File: src/rtl/mem_port_arbiter.sv
// Arbiter and sequencer for the single-ported SRAM shared by the IF and MEM stages.
// MEM requests win over IF; each access holds the SRAM for WAIT_CYCLES and ends with a one-cycle ready pulse.
module mem_port_arbiter #(
    parameter int WAIT_CYCLES = 4,
    parameter int SRAM_AW     = 16
) (
    input  logic               clk,
    input  logic               rst,
    input  logic               if_req,
    input  logic [31:0]        if_addr,
    output logic [31:0]        if_rdata,
    output logic               if_ready,
    input  logic               mem_r_en,
    input  logic               mem_w_en,
    input  logic [31:0]        mem_addr,
    input  logic [31:0]        mem_wdata,
    output logic [31:0]        mem_rdata,
    output logic               mem_ready,
    output logic [SRAM_AW-1:0] sram_addr,
    output logic [31:0]        sram_wdata,
    output logic               sram_we,
    output logic               sram_oe,
    input  logic [31:0]        sram_rdata
);

    typedef enum logic [1:0] {
        IDLE   = 2'd0,
        ACCESS = 2'd1,
        RESP   = 2'd2
    } state_t;

    localparam int CW = (WAIT_CYCLES > 1) ? $clog2(WAIT_CYCLES) : 1;
    localparam logic [CW-1:0] CNT_INIT = CW'(WAIT_CYCLES - 1);

    state_t            state;
    state_t            state_d;
    logic              grant_mem;
    logic              op_write;
    logic [CW-1:0]     cnt;
    logic [SRAM_AW-1:0] addr_q;
    logic [31:0]       wdata_q;
    logic [31:0]       if_rdata_q;
    logic [31:0]       mem_rdata_q;

    wire mem_any = mem_r_en | mem_w_en;

    // Byte-lane and upper address bits are outside the SRAM word space.
    logic unused_addr_bits;
    assign unused_addr_bits = ^{if_addr[31:SRAM_AW+2], if_addr[1:0],
                                mem_addr[31:SRAM_AW+2], mem_addr[1:0]};

    // NOTE: sequential state uses non-blocking assignments so every register samples pre-edge values.
    always_ff @(posedge clk) begin
        if (rst) state <= IDLE;
        else     state <= state_d;
    end

    // NOTE: next-state gets a default first so no path through the case infers a latch.
    always_comb begin
        state_d = state;
        case (state)
            IDLE:    if (mem_any || if_req) state_d = ACCESS;
            ACCESS:  if (cnt == '0)         state_d = RESP;
            RESP:    state_d = IDLE;
            default: state_d = IDLE;
        endcase
    end

    always_ff @(posedge clk) begin
        if (rst) begin
            grant_mem   <= 1'b0;
            op_write    <= 1'b0;
            cnt         <= '0;
            addr_q      <= '0;
            wdata_q     <= '0;
            if_rdata_q  <= '0;
            mem_rdata_q <= '0;
        end else begin
            case (state)
                IDLE: begin
                    if (mem_any) begin
                        grant_mem <= 1'b1;
                        op_write  <= mem_w_en;
                        addr_q    <= mem_addr[SRAM_AW+1:2];
                        wdata_q   <= mem_wdata;
                        cnt       <= CNT_INIT;
                    end else if (if_req) begin
                        grant_mem <= 1'b0;
                        op_write  <= 1'b0;
                        addr_q    <= if_addr[SRAM_AW+1:2];
                        cnt       <= CNT_INIT;
                    end
                end
                ACCESS: begin
                    if (cnt == '0) begin
                        // Read data is valid only at the edge closing the final wait cycle.
                        if (!op_write) begin
                            if (grant_mem) mem_rdata_q <= sram_rdata;
                            else           if_rdata_q  <= sram_rdata;
                        end
                    end else begin
                        cnt <= cnt - 1'b1;
                    end
                end
                default: ;
            endcase
        end
    end

    // Strobes decode from registered state only, never from the request inputs.
    assign sram_addr  = addr_q;
    assign sram_wdata = wdata_q;
    assign sram_we    = (state == ACCESS) &&  op_write;
    assign sram_oe    = (state == ACCESS) && !op_write;
    assign if_ready   = (state == RESP)   && !grant_mem;
    assign mem_ready  = (state == RESP)   &&  grant_mem;
    assign if_rdata   = if_rdata_q;
    assign mem_rdata  = mem_rdata_q;

endmodule

File: config.mk
export PLATFORM = sky130hd
export DESIGN_NAME = mem_port_arbiter
export DESIGN_NICKNAME = d
export VERILOG_FILES = /design/src/rtl/mem_port_arbiter.sv
export SDC_FILE = /design/constraint.sdc
export NUM_CORES = 1
export LEC_CHECK = 0
export BUFFER_PORTS_ARGS = -buffer_cell sky130_fd_sc_hd__buf_2
export CAP_MARGIN = 15
export CORE_ASPECT_RATIO = 0.7
export CORE_MARGIN = 2
export CORE_UTILIZATION = 46
export DETAILED_ROUTE_END_ITERATION = 16
export GPL_TIMING_DRIVEN = 0
export PLACE_DENSITY = 0.89
export SYNTH_ARGS = -nofsm -noshare
export SYNTH_HDL_FRONTEND = slang
export SYNTH_SLANG_ARGS = --single-unit
File: constraint.sdc
create_clock -name clk -period 1.8 [get_ports clk]
set_input_delay 0.18 -clock clk [delete_from_list [all_inputs] [get_ports clk]]
set_output_delay 0.18 -clock clk [all_outputs]
set_load 0.005 [all_outputs]
==> results by group <==
Global routing
  • Total gr overflow: 0
  • Vias in the first global route: 4511
  • Initial antenna violation count: 0
  • First-pass GRT wire length: 22400 µm
  • Largest net degree at the start of global routing: 17
  • Global Route Usage Sum: 23.9%

Yosys
  • Largest family of logic cells by synthesized area: simple AND/OR/NAND/NOR gates
  • Post-Synth Adder-Cell Area: 0.254%
  • Register area share after synthesis: 48.0%
  • Async SR Flop Fraction: 0%
  • Post-synthesis xor/xnor area fraction: 0%
  • Top cells by area, synth: dfxtp_1 (48%), mux2i_1 (13%), nand2b_1 (12%)
  • Syn_area_per_cell: 9.47 µm²
  • Number of flops mapped to enable cells by yosys: 0
  • Synthesis warning total: 0
  • Multiplexer area fraction after synthesis: 13.0%
  • Post-Syn Nets: 653
  • Mapped Cells: 519
  • Mapped cell area: 4920 µm²
  • Share of the synthesized area in the top cell type: 48.0%
  • Count of cell types in the netlist: 33
  • Post-synth top cells: dfxtp_1 (118), nand2b_1 (97), mux2i_1 (64)
  • Post-Synth Simple-Gate Area: 20.8%
  • Synth Flop Type: dfxtp_1
  • Cell with the most instances after synthesis: dfxtp_1
  • Synth Area in Compound Gates: 12.3%
  • Post-synth top area cell: dfxtp_1
  • Yosys reg bits: 118

Placed design
  • I/O Buffers: 215
  • HPWL Detailed: 10100 µm
  • Gpl congestion: 0.907
  • DP Area: 6160 µm²

Power
  • Worst vdd ir: 0.803 mV
  • Power Dens Cells: 1130 nW/µm²
  • Static Leak: 3.32 nW
  • Overall power: 7.72 mW

Finish
  • Design Area, Final: 6850 µm²
  • Fraction of layout cells with a size suffix above 1: 35.5%
  • Nets: 889
  • Number of diodes: 0
  • Area grow syn2layout: 39.4%

Floorplan
  • Die area: 11500 µm²
  • Initial core utilization: 47.5%
  • FP Rows: 31
  • Die Wd: 128 µm
  • IO Count: 249
  • Placeable Area: 10400 µm²
  • Die Height: 90.5 µm

STA
  • Slew Viols, Final: 0
  • Setup tns final: 0 ns
  • Clock Skew: 0.00915 ns
  • Final-report hold violation count: 0
  • Least-Margin Pin Slew: 0.520 ns
  • Maximum clock frequency: 0.588 GHz
  • Post-route minimum period: 1.70 ns
  • Tcrit/Tclk final: 94.6%
  • Max transition margin: 65.3%
  • Setup repair after global routing missed its margin: false
  • Final setup viols: 0

Outcome
  • Status: finished clean

Clock tree
  • Inserted Clock Buffers: 17
  • Clock Tree Buf Depth: 2
  • Clk root buf: clkbuf_16
  • Clk_lat worst skew: 0.41 ns
  • CTS tree: built
  • Clk pin slew, worst setup/hold paths: 0.06 ns
  • Clk sink count: 118
  • H-tree depth: 4

Setup path
  • WP data required: 2.09 ns
  • CP Class: flip-flop to flip-flop
  • CP Launch Type: flip-flop
  • Worst EP arrival: 1.99 ns
  • Setup crit end kind: flip-flop
  • Critical path fanouts, max: 10

Route
  • DRC Markers: 0
  • Post-DRT Antenna Nets: 0
  • Via/cell ratio: 5.21
  • WL/cell: 15.2 µm
  • Drt first pass iters: 5
  • WL final: 13700 µm
  • Via count: 4689
  • Iteration-0 DRC Markers: 220

Job
  • Total of max-cap violations: 0

Hold path
  • Hold crit path type: input pin to flip-flop
-- worst paths after layout --
check                                 from                          end  slack [ns]  cells after the start
setup / recovery       cnt[0]$_SDFFE_PP0P_   mem_rdata[21]$_SDFFE_PP0P_         0.1                      7
hold / removal               mem_wdata[22]  sram_wdata[22]$_SDFFE_PP0P_        0.02                      3
setup reg to reg       cnt[0]$_SDFFE_PP0P_   mem_rdata[21]$_SDFFE_PP0P_         0.1                      7
hold reg to reg   if_rdata[1]$_SDFFE_PP0P_     if_rdata[1]$_SDFFE_PP0P_        0.47                      2
-- where the power goes --
part	switching, mW	internal (mW)	leakage, nW	total [mW]
logic	0.574	0.510	2.05	1.08
registers	0.102	2.81	0.964	2.91
clock network	1.25	2.48	0.309	3.73
total	1.93	5.79	3.32	7.72
-- final cells by class --
type	instances	area [µm²]
buffer	47	270
inverter	3	11.3
clock buffer	18	429
sequential	118	2360
tap	132	165
timing repair buffer	217	1090
fill	847	3500
multi-input combinational	351	2300
clock inverter	14	224
-- cell families after synthesis --
family                   count (synthesis)
buffers and inverters                   50
AND/OR/NAND/NOR                        180
flip-flops                             118
multiplexers                            64
AO/OA/AOI/OAI                          106
adder cells (fa/ha/maj)                  1
-- critical path, stage by stage (launching register included) --
cell	delay [ns]
dfxtp_1	0.30
inv_1	0.09
ha_2	0.25
nand3b_4	0.11
or3b_1	0.40
buf_6	0.16
buf_12	0.15
mux2i_1	0.12
-- per-stage QoR --
| step | worst slack (ns) | util [%] | cells | hold slack [ns] |
|---|---|---|---|---|
| final | 0.0979 | 66.2 | 900 | 0.0186 |
| after CTS | -0.0503 | 65.8 | 898 | 0.00968 |
| after global routing | 0.0131 | 66.2 | 900 | 0.0104 |
| after global placement | -0.0223 | 59.5 | 866 | 0.435 |
| after detailed placement | -0.0482 | 59.5 | 866 | 0.438 |
| after floorplan | 0.201 | - | 519 | 0.324 |
-- placed cells by master (no fill, tap or decap), drive strengths merged, types with 5 or more instances in the layout --
master,netlist,layout
a21oi,51,51
a311oi,16,16
nand3,32,32
bufinv,0,5
nand2,33,33
nand2b,97,97
dfxtp,118,118
clkbuf,31,51
buf,16,231
mux2i,64,64
inv,3,6
o21ai,35,35
-- sequential cells by signal, indices dropped and copies added (netlist names) --
name,cells
state,2
sram_wdata,32
grant_mem,1
cnt,2
op_write,1
mem_rdata,32
sram_addr,16
if_rdata,32
-- per-layer routing --
layer | up-vias | global-route usage, % | part of all wire (%)
met3 | 34 | 5.15 | 5.5
met2 | 171 | 36.7 | 46
met4 | 0 | 10.1 | 2.6
met5 | - | 0 | 0
li1 | 2268 | - | -
met1 | 2216 | 32.6 | 46
-- timing repair --
action	in CTS	in global routing
setup buffers	0	2
setup endpoints to repair	32	71
gates resized for setup	1	12
hold buffers	0	0
Power figures use the tool's default switching activity.
